`src/rtl/ex_muldiv_pkg.sv`:
```
// Shared constants, types and helpers for the RV32M execute-stage mul/div unit.
// Holds the M-extension funct3/funct7 codes, FSM state encodings, the latched
// operation record and small result-selection helpers.
package ex_muldiv_pkg;

  localparam int unsigned XLEN  = 32;
  localparam int unsigned CNT_W = 6;

  localparam logic [2:0] EXE_MUL_FUNCT3    = 3'b000;
  localparam logic [2:0] EXE_MULH_FUNCT3   = 3'b001;
  localparam logic [2:0] EXE_MULHSU_FUNCT3 = 3'b010;
  localparam logic [2:0] EXE_MULHU_FUNCT3  = 3'b011;
  localparam logic [2:0] EXE_DIV_FUNCT3    = 3'b100;
  localparam logic [2:0] EXE_DIVU_FUNCT3   = 3'b101;
  localparam logic [2:0] EXE_REM_FUNCT3    = 3'b110;
  localparam logic [2:0] EXE_REMU_FUNCT3   = 3'b111;

  localparam logic [6:0] EXE_MULDIV_FUNCT7 = 7'b0000001;

  localparam logic [XLEN-1:0] ZERO_WORD        = '0;
  localparam logic [XLEN-1:0] DIV_BY_ZERO_QUOT = 32'hFFFF_FFFF;
  localparam logic [XLEN-1:0] INT_MIN_WORD     = 32'h8000_0000;
  localparam logic [4:0]      NOP_REG_ADDR     = 5'd0;

  typedef enum logic [1:0] {
    MD_IDLE = 2'd0,
    MD_CALC = 2'd1,
    MD_DONE = 2'd2
  } md_state_e;

  // Operation record captured at start and held until the result is produced.
  typedef struct packed {
    logic [2:0] funct3;
    logic       neg_res;  // negate product / quotient
    logic       neg_rem;  // negate remainder (sign of rs1)
    logic [4:0] wd;
    logic       wreg;
  } md_op_t;

  // rs1 is treated as signed for MUL, MULH, MULHSU, DIV, REM.
  function automatic logic rs1_signed(input logic [2:0] f3);
    return f3[2] ? ~f3[0] : (f3[1:0] != 2'b11);
  endfunction

  // rs2 is treated as signed for MUL, MULH, DIV, REM.
  function automatic logic rs2_signed(input logic [2:0] f3);
    return f3[2] ? ~f3[0] : ~f3[1];
  endfunction

  // MUL returns the low word; the MULH variants return the high word.
  function automatic logic [XLEN-1:0] mul_select(input logic [2:0]        f3,
                                                 input logic [2*XLEN-1:0] prod);
    return (f3[1:0] == 2'b00) ? prod[XLEN-1:0] : prod[2*XLEN-1:XLEN];
  endfunction

endpackage

```
`src/rtl/ex_muldiv_iter.sv`:
```
// Unsigned iterative datapath: shift-add multiply or restoring divide, one bit
// per step, XLEN steps per operation.
//   clk, rst      : clock, async active-high reset
//   load_i        : capture operands, mode, clear counter
//   div_i         : 1 = restoring divide, 0 = shift-add multiply
//   step_i        : perform one iteration this cycle
//   a_i, b_i      : multiplier/dividend and multiplicand/divisor magnitudes
//   acc_nxt_c_o   : accumulator value after this cycle's step (combinational)
//                   multiply: full product; divide: {remainder, quotient}
//   last_c_o      : this step is the final one (combinational)
module muldiv_iter
  import ex_muldiv_pkg::*;
(
  input  logic                clk,
  input  logic                rst,
  input  logic                load_i,
  input  logic                div_i,
  input  logic                step_i,
  input  logic [XLEN-1:0]     a_i,
  input  logic [XLEN-1:0]     b_i,
  output logic [2*XLEN-1:0]   acc_nxt_c_o,
  output logic                last_c_o
);

  logic [2*XLEN-1:0] acc_q;
  logic [XLEN-1:0]   b_q;
  logic              div_q;
  logic [CNT_W-1:0]  cnt_q;

  logic [XLEN-1:0]   hi;
  logic [XLEN-1:0]   lo;
  logic [XLEN:0]     mul_sum;
  logic [XLEN:0]     rem_sh;
  logic [XLEN:0]     rem_diff;
  logic [2*XLEN-1:0] mul_nxt;
  logic [2*XLEN-1:0] div_nxt;

  // One iteration of either algorithm on the current accumulator.
  always_comb begin
    hi       = acc_q[2*XLEN-1:XLEN];
    lo       = acc_q[XLEN-1:0];
    // Multiply: conditionally add multiplicand to upper half, then shift right.
    mul_sum  = {1'b0, hi} + ({1'b0, b_q} & {(XLEN+1){lo[0]}});
    mul_nxt  = {mul_sum, lo[XLEN-1:1]};
    // Divide: shift next dividend bit into remainder, try subtracting divisor.
    rem_sh   = {hi, lo[XLEN-1]};
    rem_diff = rem_sh - {1'b0, b_q};
    if (!rem_diff[XLEN]) begin
      div_nxt = {rem_diff[XLEN-1:0], lo[XLEN-2:0], 1'b1};
    end else begin
      div_nxt = {rem_sh[XLEN-1:0], lo[XLEN-2:0], 1'b0};
    end
    acc_nxt_c_o = div_q ? div_nxt : mul_nxt;
    last_c_o    = step_i && (cnt_q == CNT_W'(XLEN - 1));
  end

  always_ff @(posedge clk or posedge rst) begin
    if (rst) begin
      acc_q <= '0;
      b_q   <= '0;
      div_q <= 1'b0;
      cnt_q <= '0;
    end else if (load_i) begin
      acc_q <= {XLEN'(0), a_i};
      b_q   <= b_i;
      div_q <= div_i;
      cnt_q <= '0;
    end else if (step_i) begin
      acc_q <= acc_nxt_c_o;
      cnt_q <= cnt_q + CNT_W'(1);
    end
  end

endmodule

```
`src/rtl/ex_muldiv.sv`:
```
// Execute-stage RV32M multiply/divide unit. Latches the ID/EX operation on
// start, iterates in muldiv_iter, applies sign correction and produces a
// one-cycle result strobe while stalling the pipeline.
// Optional macro MULDIV_FAST_MUL_EN: multiplies complete in one cycle using a
// full-width product computed in IDLE; divides stay iterative.
//   clk, rst    : clock, async active-high reset
//   start_i     : M-extension op present in EX
//   funct3_i    : M op select
//   reg1_i/2_i  : rs1 / rs2 values
//   wd_i/wreg_i : destination address / write enable
//   annul_i     : pipeline flush
//   result_o    : result, valid while valid_o
//   wd_o        : latched destination address
//   wreg_o      : latched write enable qualified by valid_o
//   valid_o     : one-cycle result strobe
//   stallreq_o  : stall request (combinational)
module ex_muldiv
  import ex_muldiv_pkg::*;
(
  input  logic             clk,
  input  logic             rst,
  input  logic             start_i,
  input  logic [2:0]       funct3_i,
  input  logic [XLEN-1:0]  reg1_i,
  input  logic [XLEN-1:0]  reg2_i,
  input  logic [4:0]       wd_i,
  input  logic             wreg_i,
  input  logic             annul_i,
  output logic [XLEN-1:0]  result_o,
  output logic [4:0]       wd_o,
  output logic             wreg_o,
  output logic             valid_o,
  output logic             stallreq_o
);

  md_state_e         state_q;
  md_op_t            op_q;
  logic [XLEN-1:0]   result_q;
  logic              valid_q;
  logic              wreg_q;

  logic              is_div;
  logic              a_neg;
  logic              b_neg;
  logic [XLEN-1:0]   mag_a;
  logic [XLEN-1:0]   mag_b;
  logic              div_zero;
  logic              div_ovf;
  logic              special;
  logic [XLEN-1:0]   special_res;
  logic              start_ok;
  logic              iter_load;
  logic              iter_step;
  logic [2*XLEN-1:0] acc_nxt;
  logic              iter_last;
  logic [2*XLEN-1:0] prod_fix;
  logic [XLEN-1:0]   quot_fix;
  logic [XLEN-1:0]   rem_fix;
  logic [XLEN-1:0]   calc_res;

  // Operand signs, magnitudes and the divide special cases.
  always_comb begin
    is_div   = funct3_i[2];
    a_neg    = rs1_signed(funct3_i) & reg1_i[XLEN-1];
    b_neg    = rs2_signed(funct3_i) & reg2_i[XLEN-1];
    mag_a    = a_neg ? -reg1_i : reg1_i;
    mag_b    = b_neg ? -reg2_i : reg2_i;
    div_zero = is_div && (reg2_i == ZERO_WORD);
    div_ovf  = is_div && !funct3_i[0] && (reg1_i == INT_MIN_WORD) && (reg2_i == '1);
    special  = div_zero || div_ovf;
    // funct3[1] distinguishes REM/REMU from DIV/DIVU.
    if (div_zero) begin
      special_res = funct3_i[1] ? reg1_i : DIV_BY_ZERO_QUOT;
    end else begin
      special_res = funct3_i[1] ? ZERO_WORD : INT_MIN_WORD;
    end
    start_ok = (state_q == MD_IDLE) && start_i && !annul_i;
  end

`ifdef MULDIV_FAST_MUL_EN
  logic [2*XLEN-1:0] fast_prod;
  logic [2*XLEN-1:0] fast_fix;

  // Single-cycle product on magnitudes, sign applied afterwards.
  always_comb begin
    fast_prod = (2*XLEN)'(mag_a) * (2*XLEN)'(mag_b);
    fast_fix  = (a_neg ^ b_neg) ? -fast_prod : fast_prod;
  end

  assign iter_load = start_ok && !special && is_div;
`else
  assign iter_load = start_ok && !special;
`endif

  assign iter_step = (state_q == MD_CALC) && !annul_i;

  muldiv_iter u_iter (
    .clk         (clk),
    .rst         (rst),
    .load_i      (iter_load),
    .div_i       (is_div),
    .step_i      (iter_step),
    .a_i         (mag_a),
    .b_i         (mag_b),
    .acc_nxt_c_o (acc_nxt),
    .last_c_o    (iter_last)
  );

  // Sign correction of the final iterative result.
  always_comb begin
    prod_fix = op_q.neg_res ? -acc_nxt : acc_nxt;
    quot_fix = op_q.neg_res ? -acc_nxt[XLEN-1:0] : acc_nxt[XLEN-1:0];
    rem_fix  = op_q.neg_rem ? -acc_nxt[2*XLEN-1:XLEN] : acc_nxt[2*XLEN-1:XLEN];
    if (op_q.funct3[2]) begin
      calc_res = op_q.funct3[1] ? rem_fix : quot_fix;
    end else begin
      calc_res = mul_select(op_q.funct3, prod_fix);
    end
  end

  // Control FSM with registered result, strobe and write enable.
  always_ff @(posedge clk or posedge rst) begin
    if (rst) begin
      state_q  <= MD_IDLE;
      op_q     <= '0;
      result_q <= ZERO_WORD;
      valid_q  <= 1'b0;
      wreg_q   <= 1'b0;
    end else begin
      valid_q <= 1'b0;
      wreg_q  <= 1'b0;
      case (state_q)
        MD_IDLE: begin
          if (start_ok) begin
            op_q <= '{funct3:  funct3_i,
                      neg_res: a_neg ^ b_neg,
                      neg_rem: a_neg,
                      wd:      wd_i,
                      wreg:    wreg_i};
            if (special) begin
              result_q <= special_res;
              valid_q  <= 1'b1;
              wreg_q   <= wreg_i;
              state_q  <= MD_DONE;
            end
`ifdef MULDIV_FAST_MUL_EN
            else if (!is_div) begin
              result_q <= mul_select(funct3_i, fast_fix);
              valid_q  <= 1'b1;
              wreg_q   <= wreg_i;
              state_q  <= MD_DONE;
            end
`endif
            else begin
              state_q <= MD_CALC;
            end
          end
        end
        MD_CALC: begin
          if (annul_i) begin
            state_q <= MD_IDLE;
          end else if (iter_last) begin
            result_q <= calc_res;
            valid_q  <= 1'b1;
            wreg_q   <= op_q.wreg;
            state_q  <= MD_DONE;
          end
        end
        MD_DONE: begin
          state_q <= MD_IDLE;
        end
        default: begin
          state_q <= MD_IDLE;
        end
      endcase
    end
  end

  // A flush in the result cycle suppresses the strobe and the write.
  assign result_o   = result_q;
  assign wd_o       = op_q.wd;
  assign valid_o    = valid_q && !annul_i;
  assign wreg_o     = wreg_q && !annul_i;
  assign stallreq_o = start_ok || (state_q == MD_CALC);

endmodule

```
`config.mk`:
```
export PLATFORM = sky130hd
export DESIGN_NAME = ex_muldiv
export DESIGN_NICKNAME = d
export VERILOG_FILES = /design/src/rtl/ex_muldiv_pkg.sv /design/src/rtl/ex_muldiv_iter.sv /design/src/rtl/ex_muldiv.sv
export SDC_FILE = /design/constraint.sdc
export NUM_CORES = 1
export LEC_CHECK = 0
export ABC_AREA = 1
export CORE_ASPECT_RATIO = 2
export CORE_MARGIN = 2
export CORE_UTILIZATION = 56
export DETAILED_ROUTE_END_ITERATION = 10
export GPL_TIMING_DRIVEN = 1
export MAX_ROUTING_LAYER = met4
export PLACE_DENSITY = 0.79
export SLEW_MARGIN = 5
export SYNTH_ARGS = -nofsm -noshare
export SYNTH_HDL_FRONTEND = slang
export SYNTH_SLANG_ARGS = --single-unit
```
`constraint.sdc`:
```
create_clock -name clk -period 5.42 [get_ports clk]
set_input_delay 1.626 -clock clk [delete_from_list [all_inputs] [get_ports clk]]
set_output_delay 1.626 -clock clk [all_outputs]
set_load 0.01 [all_outputs]
```
==> summary.md, run 1 <==
| Metric | Value |
|---|---|
| Synth Area in Compound Gates | `14.3%` |
| Status | `did not finish` |
| Most common flop cell mapped by yosys | `dfrtp_1` |
| Yosys reg bits | `150` |
| Post-Syn Nets | `3267` |
| Congestion Overflow GR | `134` |
| Fraction of registers with async set/reset | `100%` |
| Post-CTS setup buffer count | `0` |
| Exit stage | `5_1_grt` |
| Initial core utilization | `56.9%` |
| Chip Width | `131 um` |
| Num CTS Buffers | `17` |
| First error | `[ERROR GRT-0116] Global routing finished with congestion. Check the congestion regions in the DRC Viewer.` |
| First-pass GRT wire length | `154000 um` |
| Clock Path Buffers | `2` |
| Post-synth EDFFs | `0` |
| Row cnt | `92` |
| Gpl congestion | `1.19` |
| IO Pins | `117` |
| Syn_area_per_cell | `5.76 um2` |
| CTS Hold Bufs | `0` |
| Post_cts resized | `0` |
| Final HPWL DP | `69100 um` |
| Synth Area in XOR/XNOR | `5.31%` |
| Synth cell types | `56` |
| Adder-Cell Fraction of Synth Area | `5.10%` |
| Seq/Total Area, Yosys | `20.9%` |
| Tot GR Track Use | `62.3%` |
| Die height | `257 um` |
| Mapped Area | `18000 um2` |
| CTS sink cnt | `150` |
| Largest net degree at the start of global routing | `151` |
| Post-synthesis mux area share | `0.0557%` |
| Post-synthesis simple-gate area fraction | `42.1%` |
| H-tree Lvls | `4` |
| CTS root buffer | `clkbuf_16` |
| YS warnings | `0` |
| Vias in the first global route | `23600` |
| Main combinational cell family by area after synthesis | `simple AND/OR/NAND/NOR gates` |
| Gate Count Post-Synth | `3118` |
| PortBufs | `116` |
-- through the flow --
step                hold slack [ns]  util, %  cell area (um2)  instances  setup slack [ns]
CTS                           0.478     64.7            20400       3665             0.415
detailed placement            0.464     62.7            19800       3633             0.307
global placement              0.455     62.7            19800       3633             0.456
floorplan                     0.434        -            18000       3118              1.37
-- cell usage after synthesis (9+ instances only) --
| library cell | n | share of area [%] |
|---|---|---|
| buf_6 | 9 | 0.56 |
| nor4_1 | 13 | 0.45 |
| nor2_1 | 289 | 6.0 |
| nand3b_1 | 18 | 0.75 |
| nand2_1 | 1032 | 22 |
| xor2_1 | 84 | 4.1 |
| buf_2 | 17 | 0.47 |
| buf_4 | 9 | 0.38 |
| xnor2_1 | 23 | 1.1 |
| clkbuf_1 | 68 | 1.4 |
| o21ai_0 | 169 | 4.7 |
| nor2_2 | 14 | 0.49 |
| o22ai_1 | 26 | 0.91 |
| nand3_1 | 256 | 7.1 |
| o211ai_1 | 9 | 0.38 |
| inv_1 | 430 | 9.0 |
| inv_2 | 13 | 0.27 |
| dfrtp_1 | 150 | 21 |
| a21oi_1 | 169 | 4.7 |
| o221ai_1 | 24 | 1.2 |
| nor3_1 | 43 | 1.2 |
| o21bai_1 | 20 | 0.84 |
| nand2_2 | 27 | 0.94 |
| or2_2 | 22 | 0.77 |
| nand4_1 | 33 | 1.1 |
| ha_1 | 70 | 4.9 |
-- per-layer routing --
metal  overflow  GRT usage [%]
met1          1           61.2
met2         79           85.5
met3          1           29.7
met4         53           63.9
met5          -              -
-- cell families after synthesis --
group           after synthesis
simple gates               1777
xor+xnor                    108
flops                       150
compound gates              455
buf+inv                     555
mux                           1
fa+ha+maj                    72
==> run 2: changes to the inputs <==
--- a/config.mk
+++ b/config.mk
@@ -6,13 +6,11 @@
 export NUM_CORES = 1
 export LEC_CHECK = 0
 export ABC_AREA = 1
-export CORE_ASPECT_RATIO = 2
 export CORE_MARGIN = 2
-export CORE_UTILIZATION = 56
+export CORE_UTILIZATION = 40
 export DETAILED_ROUTE_END_ITERATION = 10
 export GPL_TIMING_DRIVEN = 1
-export MAX_ROUTING_LAYER = met4
-export PLACE_DENSITY = 0.79
+export PLACE_DENSITY_LB_ADDON = 0.15
 export SLEW_MARGIN = 5
 export SYNTH_ARGS = -nofsm -noshare
 export SYNTH_HDL_FRONTEND = slang
==> constraint.sdc (replaced) <==
create_clock -name clk -period 7 [get_ports clk]
set_input_delay 2.1 -clock clk [delete_from_list [all_inputs] [get_ports clk]]
set_output_delay 2.1 -clock clk [all_outputs]
set_load 0.01 [all_outputs]
==> summary.md, run 2 <==
| Metric | Value |
|---|---|
| Status | `finished clean` |
| Count leader, synth | `nand2_1` |
| CTS Hold Bufs | `0 (unchanged)` |
| Syn_area_per_cell | `5.76 um2 (unchanged)` |
| Share of cells above drive strength 1 | `5.13%` |
| Most common flop cell mapped by yosys | `dfrtp_1` |
| Initial antenna violation count | `1` |
| Count of nets after finishing | `3315` |
| Worst slack, placed | `1.10 ns (+0.797 ns)` |
| Die height | `216 um (-16%)` |
| Slew headroom | `33.3%` |
| Hold/Removal Path Class | `flop to flop` |
| YS warnings | `0 (unchanged)` |
| Leakage | `10.4 nW` |
| CP Buf/Inv Count | `2` |
| Post-CTS setup buffer count | `0 (unchanged)` |
| Most common cell after layout, fill and taps aside | `nand2_1` |
| Congestion Overflow GR | `0` |
| Post_cts resized | `0 (unchanged)` |
| Layout overhead on the synthesized area | `11.9%` |
| Max Freq | `169 MHz` |
| Drt initial violations | `2317` |
| Critical path fanouts, max | `15` |
| Critical Path Stages | `5` |
| Fin. max-slew vios | `0` |
| Kind of cell adding the most delay to the critical path | `buffers and inverters` |
| Setup violations, final | `0` |
| Gate Count Post-Synth | `3118 (unchanged)` |
| Pre-Repair DR Iteration Count | `8` |
| Tot GR Track Use | `34.6%` |
| Seq/Total Area, Yosys | `20.9% (unchanged)` |
| Worst Path Required | `4.90 ns` |
| R2r worst-path depth | `36` |
| Clock transition at the registers of the reported paths | `0.06 ns` |
| CP max-delay cell | `clkdlybuf4s50_1` |
| Area leader, netlist | `nand2_1` |
| Worst slew pin tran | `0.994 ns` |
| Setup crit end kind | `primary output` |
| Post-Syn Nets | `3267 (unchanged)` |
| Synth cell types | `56 (unchanged)` |
| RSZ-0062 raised after global routing | `no` |
| Synth cell count leaders | `nand2_1 (1032), inv_1 (430), nor2_1 (289)` |
| Final HPWL DP | `66200 um (-4.3%)` |
| Crit path launch type | `input pin` |
| GRT met1 Usage | `48.5%` |
| Drt via density | `5.51` |
| Yosys top cell area share | `21.6% (unchanged)` |
| Max-cap violations | `0` |
| Hold path depth | `1` |
| Post-Route WL | `81200 um` |
| Row cnt | `77 (-16%)` |
| Largest net degree at the start of global routing | `122` |
| Final ANT Viol Nets | `0` |
| Initial core utilization | `40.5% (-16 points)` |
| PortBufs | `116 (unchanged)` |
| Number of hold violations in the final report | `0` |
| Kind of critical path | `input pin to primary output` |
| Largest register FFs | `64` |
| Vias in the first global route | `19300` |
| Fin util | `45.4%` |
| CP max stage delay | `0.55 ns` |
| Leading cell types in the layout, fill and taps excluded | `nand2_1 (1031), inv_1 (428), nor2_1 (289)` |
| Area contributors post-synth | `nand2_1 (22%), dfrtp_1 (21%), inv_1 (9.0%)` |
| Busiest grt layer | `met2` |
| Num CTS Buffers | `17 (unchanged)` |
| Yosys reg bits | `150 (unchanged)` |
| WP data arrival | `3.80 ns` |
| Via count | `20800` |
| Clk Latency, worst-skew pair | `0.48 ns` |
| Placed cells | `3739 (+2.9%)` |
| Residual DRC | `0` |
| Setup ws final | `1.10 ns` |
| GRT met3 Usage | `12.7%` |
| Chip Width | `216 um (+65%)` |
| CTS tree | `built` |
| CTS sink cnt | `150 (unchanged)` |
| VDD IR max | `201 uV` |
| H-tree Lvls | `4 (unchanged)` |
| Fin Setup TNS | `0 ns` |
| M2 GR Usage | `48.7%` |
| Fraction of registers with async set/reset | `100% (unchanged)` |
| Biggest register | `u_iter.acc_q` |
| Final Skew | `0.0175 ns` |
| Mapped Area | `18000 um2 (unchanged)` |
| Gpl congestion | `1.02 (-14%)` |
| Fin crit share | `84.3%` |
| Min Tclk post-route | `5.90 ns` |
| Core area | `44300 um2` |
| Antenna Cells | `0` |
| WL/cell | `21.5 um` |
| Worst-path cell chain | `clkdlybuf4s50_1 > nor2_1 > nand2_1 > nand2_1 > clkdlybuf4s50_1` |
| First-pass GRT wire length | `120000 um` |
| Finished Layout Cells | `3770` |
| CTS root buffer | `clkbuf_16` |
| Full die area | `46600 um2` |
| Pwr per Cell Area | `492 nW/um2` |
| Clock Path Buffers | `2 (unchanged)` |
| Post-synth EDFFs | `0 (unchanged)` |
| IO Pins | `117 (unchanged)` |
run 2: cell counts after synthesis:
Identical to the previous run, type by type.
run 2: layer usage:
| layer | vias to the layer above | routed length, um |
|---|---|---|
| met1 | 9669 | 36700 |
| met2 | 903 | 32500 |
| met3 | 133 | 9330 |
| met4 | 0 | 2650 |
| li1 | 10100 | - |
| met5 | - | 0 |
run 2: kinds of logic (layout without fill, tap and decap cells):
family	count (synthesis)	after routing	synth area share, %
xor gates and xnor gates	108	108	5.31
muxes	1	1	0.0557
DFF	150	150	20.9
AOI/OAI and AO/OA	455	455	14.3
adders and majority gates	72	72	5.10
buffers and inverters	555	615	12.3
and+or+nand+nor	1777	1777	42.1
run 2: layout make-up:
class,instances,area (um2)
fillers,4910,24200
multi-input cells,2413,12000
flip-flops and latches,150,3760
inverters,444,1670
repair buffers,140,1350
well taps,592,741
clock buffers,19,453
clock inverters,12,120
run 2: worst paths after layout:
path,startpoint,endpoint,slack [ns]
min,u_iter.cnt_q[5],u_iter.cnt_q[5],0.48
min reg2reg,u_iter.cnt_q[5],u_iter.cnt_q[5],0.48
max,annul_i,stallreq_o,1.10
max in group asynchronous,rst,result_o[16],4.01
min in group asynchronous,rst,u_iter.b_q[16],1.95
max reg2reg,u_iter.acc_q[31],result_o[22],1.61
run 2: through the flow:
stage | area (um2) | power (mW) | hold WS [ns]
2_1_floorplan | 18000 | 6.12 | 0.434
3_5_place_dp | 19500 | 8.71 | 0.475
5_1_grt | 20100 | 10.6 | 0.509
4_1_cts | 20100 | 9.67 | 0.483
6_report | 20100 | 9.90 | 0.480
3_3_place_gp | 19500 | 8.68 | 0.452
run 2: power by group:
part           switching (mW)  leakage (nW)  internal (mW)
clock                   0.422         0.270          0.510
combinational            5.34          8.28           2.10
sequential              0.371          1.88           1.16
No activity file was read; power rests on OpenSTA's default activity.
==> run 3: changes to the inputs <==
==> constraint.sdc (replaced) <==
create_clock -name clk -period 5.4 [get_ports clk]
set_input_delay 1.62 -clock clk [delete_from_list [all_inputs] [get_ports clk]]
set_output_delay 1.62 -clock clk [all_outputs]
set_load 0.01 [all_outputs]
==> summary.md, run 3 (synthesis results as in run 2) <==
| Metric | Value |
|---|---|
| PortBufs | `116 (unchanged)` |
| Fin. max-slew vios | `0 (unchanged)` |
| Slew headroom | `27.3% (-6.0 points)` |
| Setup violations, final | `0 (unchanged)` |
| CP max stage delay | `0.41 ns (-0.14 ns)` |
| CTS root buffer | `clkbuf_16` |
| Biggest register | `u_iter.acc_q` |
| Vias in the first global route | `19600 (+1.4%)` |
| Residual DRC | `0 (unchanged)` |
| Full die area | `46600 um2 (unchanged)` |
| Pwr per Cell Area | `641 nW/um2 (+30%)` |
| CTS sink cnt | `150 (unchanged)` |
| Post_cts resized | `0 (unchanged)` |
| Largest register FFs | `64 (unchanged)` |
| Critical path fanouts, max | `3 (-12)` |
| Post-CTS setup buffer count | `0 (unchanged)` |
| Worst slew pin tran | `1.08 ns (+0.0844 ns)` |
| Pre-Repair DR Iteration Count | `6 (-2)` |
| Fill cell total of the finished layout | `4894 (-0.33%)` |
| Hold/Removal Path Class | `flop to flop` |
| Num CTS Buffers | `17 (unchanged)` |
| Final Skew | `0.0213 ns (+0.00375 ns)` |
| WL/cell | `21.8 um (+1.1%)` |
| H-tree Lvls | `4 (unchanged)` |
| Drt initial violations | `2599 (+12%)` |
| Number of hold violations in the final report | `0 (unchanged)` |
| Tot GR Track Use | `35.8% (+1.2 points)` |
| Share of cells above drive strength 1 | `7.12% (+2.0 points)` |
| Drt via density | `5.56 (+0.98%)` |
| Clock Path Buffers | `2 (unchanged)` |
| Chip Width | `216 um (unchanged)` |
| First-pass GRT wire length | `125000 um (+3.6%)` |
| Max Freq | `202 MHz` |
| CP max-delay cell | `fa_1` |
| Largest net degree at the start of global routing | `63 (-48%)` |
| Min Tclk post-route | `4.95 ns` |
| Layout overhead on the synthesized area | `15.2%` |
| Final HPWL DP | `68600 um (+3.8%)` |
| Initial antenna violation count | `2 (+1)` |
| Kind of cell adding the most delay to the critical path | `simple AND/OR/NAND/NOR gates` |
| Via count | `21300 (+2.8%)` |
| Max-cap violations | `0 (unchanged)` |
| Clk Latency, worst-skew pair | `0.48 ns (about the same)` |
| Initial core utilization | `40.5% (unchanged)` |
| Count of nets after finishing | `3381 (+2.0%)` |
| Die height | `216 um (unchanged)` |
| Congestion Overflow GR | `0 (unchanged)` |
| Post-Route WL | `83600 um (+2.9%)` |
| Worst hold margin | `0.460 ns (-0.0201 ns)` |
| Worst Path Required | `5.81 ns (+0.91 ns)` |
| Status | `finished clean` |
| Tot Pwr | `13.3 mW (+34%)` |
| Reg-to-reg slack, setup | `0.45 ns (-1.16 ns)` |
| Antenna Cells | `0 (unchanged)` |
| Gpl congestion | `0.987 (-3.5%)` |
| Final ANT Viol Nets | `0 (unchanged)` |
| CTS Hold Bufs | `0 (unchanged)` |
| Fin crit share | `91.6%` |
| WP data arrival | `5.36 ns (+1.56 ns)` |
| Core area | `44300 um2 (unchanged)` |
| Leading cell types in the layout, fill and taps excluded | `nand2_1 (1031), inv_1 (428), nor2_1 (289)` |
| Clock transition at the registers of the reported paths | `0.07 ns (about the same)` |
| Leakage | `10.8 nW (+3.4%)` |
| Most common cell after layout, fill and taps aside | `nand2_1` |
| VDD IR max | `332 uV (+65%)` |
| Setup crit end kind | `flop` |
| CTS tree | `built` |
| CP Buf/Inv Count | `5 (+3)` |
| Row cnt | `77 (unchanged)` |
| Crit path launch type | `flop` |
| IO Pins | `117 (unchanged)` |
| Kind of critical path | `flop to flop` |
-- run 3: changes by cell type in the layout (fill, tap and decap cells not counted), sizes merged --
| cell | before | now |
|---|---|---|
| bufinv | 1 | 3 |
| clkinv | 5 | 8 |
| inv | 446 | 444 |
| buf | 24 | 90 |
| clkinvlp | 4 | 2 |
-- run 3: cell type report --
cell class / count / area, um2 / area share, %
clock buffers: 19 / 433 / 2.09
clock inverters: 13 / 171 / 0.829
inverters: 444 / 1670 / 8.08
multi-input cells: 2413 / 12000 / 58.1
flip-flops and latches: 150 / 3760 / 18.2
well taps: 592 / 741 / 3.58
repair buffers: 206 / 1890 / 9.12
-- run 3: through the flow --
stage          cell area [um2]  cells  util (%)  setup TNS, ns  worst slack [ns]
3_5_place_dp             20100   3805      45.3              0             0.283
3_3_place_gp             20100   3805      45.3              0             0.348
2_1_floorplan            18000   3118         -              0              1.35
4_1_cts                  20700   3837      46.6              0             0.458
5_1_grt                  20700   3837      46.7        -0.0118           -0.0118
6_report                 20700   3837      46.7              0             0.452
-- run 3: path summary, 6_finish.rpt --
check / start / cells past startpoint / end
hold reg to reg: u_iter.cnt_q[5] / 1 / u_iter.cnt_q[5]
setup / recovery: u_iter.acc_q[31] / 37 / result_o[22]
hold / removal: u_iter.cnt_q[5] / 1 / u_iter.cnt_q[5]
max in group asynchronous: rst / 3 / u_iter.div_q
min in group asynchronous: rst / 2 / u_iter.b_q[11]
setup reg to reg: u_iter.acc_q[31] / 37 / result_o[22]
-- run 3: routing by layer --
layer,routed length [um],up-vias,GRT usage [%]
li1,-,10200,-
met1,39400,9979,54.3
met2,33100,1064,49.9
met3,9040,104,8.88
met4,2010,0,9.27
met5,0,-,0
-- run 3: where the power goes --
part	leakage (nW)	internal [mW]	switching, mW	total [mW]
sequential	1.88	1.50	0.432	1.93
clock	0.294	0.732	0.557	1.29
combinational	8.62	3.01	7.03	10.0
